## src/rtl/instruction_fetch_unit.sv

```systemverilog
// instruction_fetch_unit: PC register, word-aligned fetch address and IF/ID pipeline register.
module instruction_fetch_unit #(
    parameter logic [31:0] RESET_PC   = 32'h0000_0000,
    parameter int          IMEM_WORDS = 128
) (
    input  logic        Clk,
    input  logic        Reset,
    input  logic        Stall,
    input  logic        Redirect,
    input  logic [31:0] RedirectTarget,
    input  logic [31:0] Instruction,
    output logic [31:0] IMemAddress,
    output logic [31:0] IFID_Instruction,
    output logic [31:0] IFID_PCPlus4,
    output logic        IFID_Valid,
    output logic [31:0] FetchCount
);
    localparam int AW = $clog2(IMEM_WORDS) + 2;
    logic [31:0]   pc;
    logic [AW-1:0] pc_lo_inc;
    logic [31:0]   next_pc;
    // Increment wraps inside the instruction space; bits above it are left alone.
    assign pc_lo_inc   = pc[AW-1:0] + AW'(4);
    assign next_pc     = {pc[31:AW], pc_lo_inc};
    assign IMemAddress = pc;
    always_ff @(posedge Clk) begin
        if (!Reset) begin
            pc               <= RESET_PC;
            IFID_Instruction <= '0;
            IFID_PCPlus4     <= '0;
            IFID_Valid       <= 1'b0;
            FetchCount       <= '0;
        end else if (Redirect) begin
            pc               <= {RedirectTarget[31:2], 2'b00};
            IFID_Instruction <= '0;
            IFID_PCPlus4     <= '0;
            IFID_Valid       <= 1'b0;
        end else if (!Stall) begin
            pc               <= next_pc;
            IFID_Instruction <= Instruction;
            IFID_PCPlus4     <= pc + 32'd4;
            IFID_Valid       <= 1'b1;
            FetchCount       <= FetchCount + 32'd1;
        end
    end
endmodule

```

## config.mk

```make
export PLATFORM = sky130hd
export DESIGN_NAME = instruction_fetch_unit
export DESIGN_NICKNAME = d
export VERILOG_FILES = /design/src/rtl/instruction_fetch_unit.sv
export SDC_FILE = /design/constraint.sdc
export NUM_CORES = 1
export LEC_CHECK = 0
export BUFFER_PORTS_ARGS = -buffer_cell sky130_fd_sc_hd__buf_2
export CAP_MARGIN = 20
export CORE_UTILIZATION = 45
export DETAILED_ROUTE_END_ITERATION = 8
export PLACE_DENSITY = 0.73
export SYNTH_ARGS = -nofsm -noshare
export SYNTH_HDL_FRONTEND = slang
export SYNTH_SLANG_ARGS = --single-unit
```

## constraint.sdc

```tcl
create_clock -name Clk -period 2.4 [get_ports Clk]
set_clock_uncertainty 0.05 [all_clocks]
set_input_delay 0.6 -clock Clk [delete_from_list [all_inputs] [get_ports Clk]]
set_output_delay 0.6 -clock Clk [all_outputs]
set_load 0.02 [all_outputs]
```

==> results of run 1 <==
state kept, by name (all words and copies together) (netlist names):
| register | cells |
|---|---|
| IFID_Instruction | 32 |
| IFID_Valid | 1 |
| IFID_PCPlus4 | 30 |
| FetchCount | 32 |
| IMemAddress | 30 |
area by class of cell:
type,instances,area (um^2)
Clock buffer,20,457
Multi-Input combinational cell,437,2800
Tap cell,147,184
Sequential cell,125,2500
Clock inverter,12,215
Fill cell,1064,4650
Timing Repair Buffer,216,1160
Inverter,11,41.3
worst reg2reg max path, delay by kind of cell, from the launching register on:
family | cells | cell delay (ns)
AND/OR/NAND/NOR | 3 | 1.43
flip-flops | 1 | 0.42
AO/OA/AOI/OAI | 1 | 0.18
logic make-up after synthesis:
| family | after synthesis | share of synthesized area |
|---|---|---|
| AO/OA/AOI/OAI | 103 | 0.116 |
| XOR/XNOR | 26 | 0.0410 |
| adder cells (fa/ha/maj) | 2 | 0.00450 |
| buffers and inverters | 62 | 0.0471 |
| flip-flops | 125 | 0.450 |
| multiplexers | 66 | 0.119 |
| other | 1 | 0.000675 |
| AND/OR/NAND/NOR | 236 | 0.222 |
metal layers:
metal,wire (um),share of wire,vias up,GRT usage
met4,278,0.019,0,0.100
met3,802,0.055,21,0.0589
li1,-,-,2603,-
met1,6540,0.45,2467,0.285
met5,0,0,-,0
met2,7050,0.48,192,0.372
per-stage QoR:
| stage | setup slack (ns) | hold WS, ns | instances | util |
|---|---|---|---|---|
| after floorplan | 0.142 | 0.490 | 624 | - |
| after global placement | 0.0988 | 0.393 | 935 | 0.556 |
| after detailed placement | 0.105 | 0.401 | 936 | 0.557 |
| after CTS | 0.221 | 0.355 | 968 | 0.613 |
| after global routing | 0.100 | 0.372 | 968 | 0.613 |
| final | 0.231 | 0.370 | 968 | 0.613 |
power by group through the flow:
stage	sequential (mW)	clock, mW	combinational [mW]
2_1_floorplan	2.33	0	0.233
5_1_grt	2.21	3.03	0.557
3_5_place_dp	2.25	0	0.513
6_report	2.21	2.90	0.511
3_3_place_gp	2.24	0	0.500
4_1_cts	2.20	2.95	0.515
worst min path at each step:
stage | start | endpoint | cells after the start
final | Instruction[21] | IFID_Instruction[21] | 3
after global routing | Instruction[10] | IFID_Instruction[10] | 3
after CTS | RedirectTarget[3] | IMemAddress[3] | 3
after detailed placement | IFID_Valid | IFID_Valid | 1
after global placement | IFID_Valid | IFID_Valid | 1
after floorplan | FetchCount[31] | FetchCount[31] | 2
cell usage after synthesis, types with 2 or more instances:
cell type / n
dfxtp_1: 125
nor2_1: 82
mux2i_1: 66
clkbuf_1: 35
nand2_1: 30
o21ai_0: 26
a21oi_1: 25
or4_1: 22
o31ai_1: 21
nand4_1: 20
nand3_1: 18
a31oi_1: 14
xnor2_1: 14
nand2b_1: 13
nor4_1: 13
xor2_1: 12
and3_1: 9
inv_1: 9
or3_1: 7
and4_1: 6
buf_1: 6
and2_1: 5
buf_2: 5
a211oi_1: 4
buf_4: 4
nor3_1: 4
o21a_1: 4
ha_1: 2
o211a_1: 2
o31a_1: 2
==> reports/metrics.yaml, run 1 <==
yosysSeqAreaShare: 0.450
required_ns: 2.68
io_pins: 197
synth_edf_count: 0
power.leakage_nw: 3.33
hold_viol: 0
grt_max_degree: 52
max-slew-margin-rel: 0.504
worstSetupPathType: "flip-flop to flip-flop"
first_pass_iters: 5
crit_path_end: "IFID_PCPlus4[29]"
totalWireLength_um: 14700
final_common_cell: "buf_2"
worst-path-stages: 4
h-tree-depth: 4
cp_common_cell: "or4_1"
synth_top_cell_by_area: "dfxtp_1"
cap_violations: 0
cp_num_buf_inv: 0
cts-root-buf: "clkbuf_16"
vias: 5283
switching_power_mw: 1.27
ys_types: 46
p_clk_frac: 0.516
path_max_fanout: 16
num-nets-final: 878
die_h_um: 113
antenna_left: 0
peakVddDrop_v: 0.000440
max_freq_mhz: 461
syn_area_per_cell_um2: 8.95
num_antenna_cells: 0
ys.flop_type: "dfxtp_1"
cts_buffers: 17
cpMaxStageDelayCell: "or4_1"
rsz0062_at_grt: "no"
maxSlewViolCount: 0
holdBufCountCts: 0
fin_area_um2: 7360
setup_viol: 0
floorplan.rows: 40
r2r_start: "IMemAddress[3]"
status: "finished, final reports clean"
clk_latency_ns: 0.41
drc: 0
layout_common_cells: "buf_2, dfxtp_1, nor2_1"
initial_core_util: 0.463
reg2regPathDepth: 4
grt_pass1_vias: 4734
yosys_register_bits: 125
grt_use_total: 0.228
worst-r2r-setup-slack_ns: 0.23
wire_per_inst_um: 15.2
tritoncts: "yes"
io_buffer_count: 190
seqPwrFrac: 0.393
antenna_found_initial: 0
core-area_um2: 12000
placed_cell_area_um2: 6690
tightest_slew_ns: 0.744
cts_resized: 0
synthCells: 621
clk_pin_slew_worst_paths_ns: 0.05
p_per_area_nw_per_um2: 762
final_layout_size_suffix_gt1_frac: 0.307
synthToLayoutAreaGrowth_pct: 32.5
postCtsSetupBuffers: 0
fin_crit_sh: 0.904
yosys_warnings: 0
hp-class: "input port to flip-flop"
crit_chain: "nand4_1 > or4_1 > or4_1 > a31oi_1"
path_delay_family: "simple AND/OR/NAND/NOR gates"
comb_power_share: 0.091
power.total_mw: 5.61
cts.path.max_buffers: 2
async_flop_share: 0
startpoint_type: "flip-flop"
period_minus_slack_ns: 2.17
finalWeightedCongestion: 0.801
arrival_ns: 2.45
slowest_delay_ns: 0.71
startpoint: "IMemAddress[3]"
hpwl_um: 10300
gr-total-overflow: 0
synth_top_cell_area_share: 0.450
intPower_mw: 4.35
dieArea_um2: 12800
r2r-end: "IFID_PCPlus4[29]"
synthTopCellsByArea: "dfxtp_1, mux2i_1, nor2_1, or4_1, o31ai_1"
viasPerCell: 5.46
grt_pass1_wl_um: 23000
syn-cell-area_um2: 5560
setup_tns_ns: 0
sw_frac_of_total: 0.225
end_kind: "flip-flop"
drt-initial-drc-count: 466
cts_sinks: 125
die_x_um: 113
(Power assumes the default switching activity.)
==> run 2, diff against run 1 <==
ABC_AREA = 1   (was not set)
CAP_MARGIN = not set   (was 20)
==> run 2 against run 1 <==
Sequential power barely moved. Critical path depth fell by 3. First-iteration DRC count fell by 7.7%. Cell area rose by 2.1%. Flip-flop and latch count did not move. Non-clock buffer count fell by 20. Largest cell class unchanged.
==> reports/metrics.yaml, run 2 <==
status: "finished, final reports clean"
synthCells: 868
die_x_um: 116
synth-xor-area-share: 0.0240
synth_common_cells: "nand2_1, nor2_1, dfxtp_1"
synth_edf_count: 0
cts-root-buf: "clkbuf_16"
cts_buffers: 17
final_cells: 1238
die_h_um: 116
tritoncts: "yes"
postCtsSetupBuffers: 0
startpoint_type: "flip-flop"
yosys_register_bits: 125
grt_max_degree: 85
totalWireLength_um: 16100
reg_top3: "FetchCount (32), IFID_Instruction (32)"
yosysSeqAreaShare: 0.429
synthToLayoutAreaGrowth_pct: 28.9
drc: 0
path_delay_family: "flip-flops"
worstSetupPathType: "flip-flop to primary output"
hp-class: "input port to flip-flop"
async_flop_share: 0
end_kind: "primary output"
clk_latency_ns: 0.42
num-nets-final: 1121
h-tree-depth: 4
core-area_um2: 12600
setup_viol: 0
final_common_cell: "nand2_1"
ys_types: 31
multi_input_area_um2: 2830
cts.path.max_buffers: 2
peakVddDrop_v: 0.000471
cts_resized: 0
yosysMostFrequentCell: "nand2_1"
synth_compound_area_frac: 0.121
cpMaxStageDelayCell: "dfxtp_1"
initial_core_util: 0.462
crit_chain: "buf_2"
syn-cell-area_um2: 5830
grt_use_total: 0.241
antenna_left: 0
dieArea_um2: 13400
final_layout_size_suffix_gt1_frac: 0.233
finalWeightedCongestion: 0.921
required_ns: 1.75
grt_pass1_vias: 5211
synth_fa_ha_area_frac: 0.00429
arrival_ns: 1.12
cp_num_buf_inv: 1
hold_viol: 0
period_minus_slack_ns: 1.77
grt_pass1_wl_um: 24900
cts_sinks: 125
io_buffer_count: 190
floorplan.rows: 41
gr-total-overflow: 0
vias: 5984
ys.flop_type: "dfxtp_1"
rsz0062_at_grt: "no"
dp_cells: 1204
maxSlewViolCount: 0
clk_pin_slew_worst_paths_ns: 0.06
tightest_slew_ns: 0.879
holdBufCountCts: 0
synthTopCellsByArea: "dfxtp_1, nand2_1, nor2_1, a21oi_1, inv_1"
viasPerCell: 4.83
max_freq_mhz: 565
synth_top_family_by_area: "simple AND/OR/NAND/NOR gates"
drt-initial-drc-count: 430
p_per_area_nw_per_um2: 710
fin_crit_sh: 0.738
yosys_warnings: 0
path_max_fanout: 7
cap_violations: 0
synthSimpleGateAreaFrac: 0.334
setup_tns_ns: 0
io_pins: 197
power.leakage_nw: 3.52
register_area_um2: 2500
first_pass_iters: 5
wire_per_inst_um: 13.0
synth_top_cell_by_area: "dfxtp_1"
slowest_delay_ns: 0.48
layout_common_cells: "nand2_1, buf_2, nor2_1"
hpwl_um: 11800
synth.area.mux_share: 0
fillers: 1224
syn_area_per_cell_um2: 6.72
max-slew-margin-rel: 0.413
synth_top_cell_area_share: 0.429
antenna_found_initial: 3
-- run 2: changes by cell type in the layout (fill, tap and decap cells not counted), moves of 11 or more --
cell / change
nor4_1: -13
buf_4: -20
nor2_1: +60
or4_1: -22
inv_1: +78
o31ai_1: -21
nand2_1: +190
nand3_1: +44
nand2b_1: -13
o21ai_0: +29
a31oi_1: -11
a21oi_1: +52
mux2i_1: -66
-- run 2: final timing paths --
check | startpoint | end | slack [ns] | cells past startpoint
max reg2reg | IMemAddress[2] | IFID_PCPlus4[30] | 0.64 | 10
max | IMemAddress[4] | IMemAddress[4] | 0.63 | 1
min | RedirectTarget[10] | IMemAddress[10] | 0.37 | 3
min reg2reg | IFID_Instruction[1] | IFID_Instruction[1] | 0.40 | 2
-- run 2: where the power goes --
part	switching, mW	leakage (nW)	total (mW)	internal [mW]
Combinational	0.341	2.21	0.515	0.174
Clock	0.943	0.286	2.61	1.66
Sequential	0.0662	1.02	2.22	2.15
-- run 2: tightest hold or removal path, cell delays in order --
cell	delay, ns
buf_2	0.08
nor2_1	0.04
nor2_1	0.08
-- run 2: kinds of logic (layout without fill, tap and decap cells) --
group / count (synthesis) / count (layout)
buffers and inverters: 125 / 318
flip-flops: 125 / 125
AO/OA/AOI/OAI: 138 / 138
AND/OR/NAND/NOR: 461 / 461
other: 1 / 6
XOR/XNOR: 16 / 16
adder cells (fa/ha/maj): 2 / 2
-- run 2: area by class of cell --
type                            instances  share of cell area
Tap cell                              172              0.0286
Clock inverter                         13              0.0220
Sequential cell                       125               0.333
Multi-Input combinational cell        621               0.377
Clock buffer                           19              0.0589
Timing Repair Buffer                  196               0.134
Antenna cell                            2            0.000666
Inverter                               90              0.0458
-- run 2: through the flow --
stage / power (mW) / util / area [um^2] / setup WS [ns] / hold slack, ns
2_1_floorplan: 2.58 / - / 5840 / 0.772 / 0.482
3_3_place_gp: 2.77 / 0.547 / 6900 / 0.400 / 0.392
3_5_place_dp: 2.78 / 0.547 / 6900 / 0.394 / 0.402
4_1_cts: 5.38 / 0.595 / 7510 / 0.615 / 0.348
5_1_grt: 5.56 / 0.595 / 7510 / 0.487 / 0.365
6_report: 5.34 / 0.596 / 7520 / 0.629 / 0.366
-- run 2: routing by layer --
layer  global-route usage  routed length (um)
met1                0.289                6880
met2                0.378                7170
met3               0.0832                1420
met4                0.132                 573
met5                    0                  13
